### config.mk
export PLATFORM = sky130hd
export DESIGN_NAME = ring_counter_n
export DESIGN_NICKNAME = d
export VERILOG_FILES = /design/src/rtl/ring_pkg.sv /design/src/rtl/ring_legal_chk.sv /design/src/rtl/ring_counter_n.sv
export SDC_FILE = /design/constraint.sdc
export NUM_CORES = 1
export LEC_CHECK = 0
export ABC_AREA = 1
export CELL_PAD_IN_SITES_DETAIL_PLACEMENT = 0
export CELL_PAD_IN_SITES_GLOBAL_PLACEMENT = 1
export CORE_AREA = 2 2 56 68
export CTS_BUF_LIST = sky130_fd_sc_hd__clkbuf_8
export DETAILED_ROUTE_END_ITERATION = 6
export DIE_AREA = 0 0 58 70
export GPL_TIMING_DRIVEN = 1
export PLACE_DENSITY_LB_ADDON = 0.12
export SLEW_MARGIN = 20
export SYNTH_ARGS = -nofsm -noshare
export SYNTH_HDL_FRONTEND = slang
export SYNTH_SLANG_ARGS = --single-unit
### constraint.sdc
create_clock -name clk -period 7.1 [get_ports clk]
set_clock_uncertainty 0.1 [all_clocks]
set_input_delay 1.42 -clock clk [delete_from_list [all_inputs] [get_ports clk]]
set_output_delay 1.42 -clock clk [all_outputs]
set_load 0.05 [all_outputs]
### src/rtl/ring_pkg.sv
// Shared constants and helpers for the parametrised ring/Johnson counter.
// Imported by the legality checker and the counter top.
package ring_pkg;

   localparam logic MODE_RING    = 1'b0;
   localparam logic MODE_JOHNSON = 1'b1;
   localparam logic DIR_LEFT     = 1'b0;
   localparam logic DIR_RIGHT    = 1'b1;

   // Widest counter the seed helper can describe; callers cast down to WIDTH.
   localparam int SEED_MAX_WIDTH = 1024;

   // Seed state: a single one in the LSB, legal in both ring and Johnson modes.
   function automatic logic [SEED_MAX_WIDTH-1:0] seed_of(input int width);
      logic [SEED_MAX_WIDTH-1:0] seed;
      seed = '0;
      if (width >= 1) seed[0] = 1'b1;
      return seed;
   endfunction

endpackage : ring_pkg

### src/rtl/ring_legal_chk.sv
// Combinational legality test for a ring/Johnson counter state.
// Ring: exactly one bit set. Johnson: at most one boundary between adjacent bits.
module ring_legal_chk
   import ring_pkg::*;
#(
   parameter int WIDTH = 8
) (
   input  logic [WIDTH-1:0] Q,
   input  logic             mode,
   output logic             legal
);

   // Each set bit marks a 0/1 boundary between neighbours; a thermometer has at most one.
   logic [WIDTH-2:0] edges;

   assign edges = Q[WIDTH-2:0] ^ Q[WIDTH-1:1];

   always_comb begin
      if (mode == MODE_RING) legal = ($countones(Q) == 1);
      else                   legal = ($countones(edges) <= 1);
   end

endmodule : ring_legal_chk

### src/rtl/ring_counter_n.sv
// WIDTH-bit ring / Johnson shift counter with direction, enable, parallel load,
// one-step correction of illegal states, and registered wrap/fix pulses.
module ring_counter_n
   import ring_pkg::*;
#(
   parameter int WIDTH = 8
) (
   input  logic             clk,
   input  logic             clear,
   input  logic             en,
   input  logic             mode,
   input  logic             dir,
   input  logic             load,
   input  logic [WIDTH-1:0] din,
   output logic [WIDTH-1:0] Q,
   output logic             legal,
   output logic             wrap,
   output logic             fix
);

   localparam logic [WIDTH-1:0] SEED = WIDTH'(seed_of(WIDTH));

   if (WIDTH < 2) begin : g_bad_width
      $error("ring_counter_n: WIDTH must be at least 2");
   end

   logic [WIDTH-1:0] next_q;

   ring_legal_chk #(
      .WIDTH (WIDTH)
   ) u_legal (
      .Q     (Q),
      .mode  (mode),
      .legal (legal)
   );

   // The Johnson variants feed back the inverted outgoing bit; ring feeds it back as-is.
   always_comb begin
      next_q = Q;
      if (dir == DIR_LEFT) begin
         if (mode == MODE_RING) next_q = {Q[WIDTH-2:0], Q[WIDTH-1]};
         else                   next_q = {Q[WIDTH-2:0], ~Q[WIDTH-1]};
      end else begin
         if (mode == MODE_RING) next_q = {Q[0], Q[WIDTH-1:1]};
         else                   next_q = {~Q[0], Q[WIDTH-1:1]};
      end
   end

   // NOTE: non-blocking assignments keep every register sampling pre-edge values.
   always_ff @(posedge clk or posedge clear) begin
      if (clear) begin
         Q    <= SEED;
         wrap <= 1'b0;
         fix  <= 1'b0;
      end else if (load) begin
         Q    <= din;
         wrap <= 1'b0;
         fix  <= 1'b0;
      end else if (en) begin
         if (legal) begin
            Q    <= next_q;
            wrap <= (next_q == SEED);
            fix  <= 1'b0;
         end else begin
            // Illegal states snap straight back to the seed rather than walking out.
            Q    <= SEED;
            wrap <= 1'b0;
            fix  <= 1'b1;
         end
      end else begin
         wrap <= 1'b0;
         fix  <= 1'b0;
      end
   end

endmodule : ring_counter_n

=== Word level (Yosys, flattened, before mapping) ===
Cells that the tools add are included.
W data, S select, Z words.

* Logic and storage cells: 36
* Input bits: 14
* Register bits: 10
* Output and inout bits: 11

* Order comparisons: 1
* $add $sub $neg: 13
* Bitwise logic cells: 3
* Reduce and logical (&&, ||, !) cells: 1
* Mux-type cells: 13
* Equal/unequal tests: 2

{| class="wikitable"
|+ Operators with widths
! kind !! count
|-
| $add A32 B32 Y32 || 5
|-
| $mux W8 || 5
|-
| $add A32 B1 Y32 || 1
|-
| $eq A32 B2 Y1 const B || 1
|-
| $le A32 B2 Y1 const B || 1
|-
| $add A1 B1 Y2 || 7
|-
| $eq A8 B1 Y1 const B || 1
|-
| $mux W1 || 8
|-
| $xor A7 B7 Y7 || 1
|-
| $not A1 Y1 || 2
|-
| $reduce_bool A2 Y1 || 1
|}

=== Longest topological paths before layout ===
* Word-level depth: 9
* Mapped depth: 14
* Gate-level depth less buffers: 14

=== Cells and area by module ===
A second synthesis with hierarchy kept.

* Cells, all modules: 143
* Area, all modules: 1043.5 µm²

{| class="wikitable"
|+ By module, submodules not included
! module !! cells each !! sequential area each (µm²) !! area each (µm²) !! instances
|-
| ring_counter_n || 90 || 251.5 || 650.6 || 1
|-
| ring_legal_chk || 53 || 0.0 || 392.9 || 1
|}

=== Worst setup path after synthesis ===
OpenSTA, ideal clock, no wires.

* Kind: flip-flop to output port
* From: register Q[1]
* To: output legal
* Buffers on the path: 1
* Path slack: 2.543 ns
* Arrival time: 3.037 ns
* Stages on the path, launching flop included: 10
* Data required time: 5.580 ns
* Cell sequence: dfrtp_1 -> ha_1 -> fa_1 -> fa_1 -> ha_1 -> fa_1 -> nor2_1 -> nand4_1 -> nand2_1 -> buf_4

* Longest elaborated chain between the ends: 6
* Elaborated cells on any way between the ends: 10
* Those cells by class: add/sub: 6; order compare: 1; eq/ne: 1; mux: 1; bitwise: 1

{| class="wikitable"
|+ RTL lines
! what !! RTL line !! text
|-
| start: declaration || ring_counter_n.sv:15 || <nowiki>output logic [WIDTH-1:0] Q,</nowiki>
|-
| start signal: assignment || ring_counter_n.sv:56 || <nowiki>Q <= din;</nowiki>
|-
| start signal: assignment || ring_counter_n.sv:61 || <nowiki>Q <= next_q;</nowiki>
|-
| $xor A7 B7 Y7 || ring_legal_chk.sv:16 || <nowiki>assign edges = Q[WIDTH-2:0] ^ Q[WIDTH-1:1];</nowiki>
|-
| $add A1 B1 Y2 (not written as such) || ring_legal_chk.sv:20 || <nowiki>else legal = ($countones(edges) <= 1);</nowiki>
|-
| $add A32 B32 Y32 (not written as such) (2 in a row) || ring_legal_chk.sv:20 ||
|-
| $le A32 B2 Y1 || ring_legal_chk.sv:20 ||
|-
| $mux W1 * || ring_legal_chk.sv:19 || <nowiki>if (mode == MODE_RING) legal = ($countones(Q) == 1);</nowiki>
|-
| end: declaration || ring_counter_n.sv:16 || <nowiki>output logic legal,</nowiki>
|}

Mark *: on every way between the ends. The rest lies on a longest branch, timed or not.

=== Final worst setup path ===
* From: register Q[0]
* To: output legal

The elaborated chain is that of the path after synthesis.

==> metrics.md <==
| Metric | Value |
|---|---|
| Core Footprint | 3480 um2 |
| Synth unique cells | 20 |
| CP Depth | 9 |
| CTS hold repair buffers | 0 |
| Hold depth | 2 |
| Worst min path class | register to register |
| Wire length per cell | 12.5 um |
| Post-synth top area share | 22.7% |
| Slew Limit Fails | 0 |
| GP Congestion | 0.814 |
| Starting DRT DRC Count | 25 |
| Number of port buffers | 24 |
| Largest area contributor in the netlist | dfrtp_1 |
| Fmax | 0.180 GHz |
| Largest family of logic cells by synthesized area | simple AND/OR/NAND/NOR gates |
| Clock latency on the worst-skew pair | 0.25 ns |
| Worst-path cell chain | ha_1 > fa_1 > fa_1 > ha_1 > fa_1 > nor2_1 > nand4_1 > nand2_1 > clkdlybuf4s50_1 |
| Via-per-instance ratio | 4.61 |
| Tightest Pin Transition | 0.584 ns |
| Post-synth EDFFs | 0 |
| First-pass GRT wire length | 4.35 mm |
| Die Wd | 58 um |
| Clk root buf | clkbuf_8 |
| Mapped Nets | 167 |
| Adder-Cell Fraction of Synth Area | 28.0% |
| Crit path max-delay family | adder cells |
| Crit path max fanout | 11 |
| CTS max path bufs | 2 |
| Total wire length | 2.48 mm |
| Initial antenna violation count | 0 |
| Status | completed |
| Die Height | 70 um |
| Largest net degree at the start of global routing | 13 |
| Post-synthesis mux area share | 0% |
| Sequential-to-total area share from yosys stat | 25.3% |
| Worst EP arrival | 4.02 ns |
| Tmin final | 5.54 ns |
| CTS tree | built |
| Synth area leaders | dfrtp_1 23%, nand2_1 17%, fa_1 14% |
| Final setup fails | 0 |
| Reg2reg path depth | 11 |
| Remaining DRCs | 0 |
| Ys flop type | dfrtp_1 |
| Antenna-violating nets left | 0 |
| Synth Area in XOR/XNOR | 2.65% |
| Synthesized cell area | 992 um2 |
| Worst Path Buf+Inv | 1 |
| Syn_area_per_cell | 7.35 um2 |
| Postcts setup bufs | 0 |
| Final hold violations | 0 |
| Post-synth top cells | 46 x nand2_1, 17 x inv_1, 14 x nor2_1 |
| Num CTS Buffers | 3 |
| Synth-to-Final Area Change | 31.3% |
| Worst setup EP type | output pin |
| Die area | 4060 um2 |
| Share of layout cells above drive strength 1 | 5.00% |
| Simple-Gate Fraction of Synth Area | 31.8% |
| Initial Utilization | 28.5% |
| Antenna diodes | 0 |
| Clock transition at path regs | 0.05 ns |
| Fin nets | 193 |
| Max incr delay on CP | 0.88 ns |
| RSZ-0062 raised after global routing | no |
| Ports | 25 |
| Setup_tns | 0 ns |
| H-Tree Depth | 1 |
| Ys Warns | 0 |
| Synth Area in Compound Gates | 3.03% |
| Ys async rst share | 100% |
| Mapped Cells | 135 |
| Vias in the first global route | 956 |
| Post-cts resize count | 0 |
| Cell with the most instances after synthesis | nand2_1 |
| Crit-path slowest cell | clkdlybuf4s50_1 |
| Router iterations before antenna repair | 4 |
| Total track usage | 14.3% |
| Critical path class | register to output pin |
| CP most frequent cell | fa_1 |
| # Max-Cap Violations | 0 |
| Yosys reg bits | 10 |
| DP Wirelength | 2.06 mm |
| Post-route clock period utilization | 78.0% |
| Critical Path Start Type | register |
| WP data required | 5.58 ns |
| GRT overflow | 0 |
| Slew margin rel. | 60.9% |
| Via Count | 918 |
| CTS Sinks | 10 |
| FP Rows | 24 |
==> worst paths after layout <==
path	endpoint	start	slack [ns]
worst min-delay path	Q[0]	Q[0]	0.40
worst min register to register	Q[0]	Q[0]	0.40
worst max-delay path	legal	Q[0]	1.56
max in group asynchronous	Q[0]	clear	5.19
worst max register to register	Q[0]	Q[0]	3.80
min in group asynchronous	Q[6]	clear	1.38
==> routing by layer <==
metal  vias to the layer above  track usage, %  routed length, um
li1                        470               -                  -
met2                        19            23.6               1270
met3                         5            1.67                 72
met4                         0            7.75                 63
met1                       424            17.7               1080
met5                         -               0                  0
==> cell usage in the layout, fill, tap and decap left out, types with 3 or more instances in the layout <==
cell type / netlist / routed
ha_1: 11 / 11
nand3_1: 13 / 13
dfrtp_1: 9 / 9
inv_1: 17 / 18
xor2_1: 3 / 3
fa_1: 7 / 7
nor2_1: 14 / 14
clkdlybuf4s50_1: 0 / 24
nand2_1: 46 / 46
clkbuf_8: 0 / 3
o21ai_0: 4 / 4
==> worst min-delay path: stages, from the launching register on <==
cell and delay (ns):
dfstp_2 0.38, nand2_1 0.07, nand2_1 0.05
==> registers in the layout, summed over array words and instances (netlist names) <==
register,flops
Q,8
fix,1
wrap,1
==> per-stage QoR <==
stage | utilization, % | cells | instance area (um2) | setup WS, ns | hold slack, ns
6_report | 37.4 | 199 | 1300 | 1.56 | 0.404
5_1_grt | 37.4 | 199 | 1300 | 1.39 | 0.445
4_1_cts | 37.4 | 199 | 1300 | 1.53 | 0.407
3_5_place_dp | 36.1 | 195 | 1260 | 1.79 | 0.398
3_3_place_gp | 36.1 | 195 | 1260 | 1.81 | 0.392
2_1_floorplan | - | 135 | 992 | 2.54 | 0.495
==> final cells by class <==
type	count	area, um2
Clock buffer	3	41.3
Inverter	18	67.6
Fill cell	382	2180
Timing Repair Buffer	24	240
Multi-Input combinational cell	104	649
Tap cell	39	48.8
Clock inverter	1	3.75
Sequential cell	10	251
==> cell families (layout without fill, tap and decap cells) <==
kind of cell               Yosys count  in the layout
xor gates and xnor gates             3              3
DFF                                 10             10
buffers and inverters               21             46
and+or+nand+nor                     77             77
AOI/OAI and AO/OA                    6              6
adders and majority gates           18             18
Power is left out: the tool's default activity adds up to more than one toggle a clock period on the data nets, which glitch-free logic cannot reach.
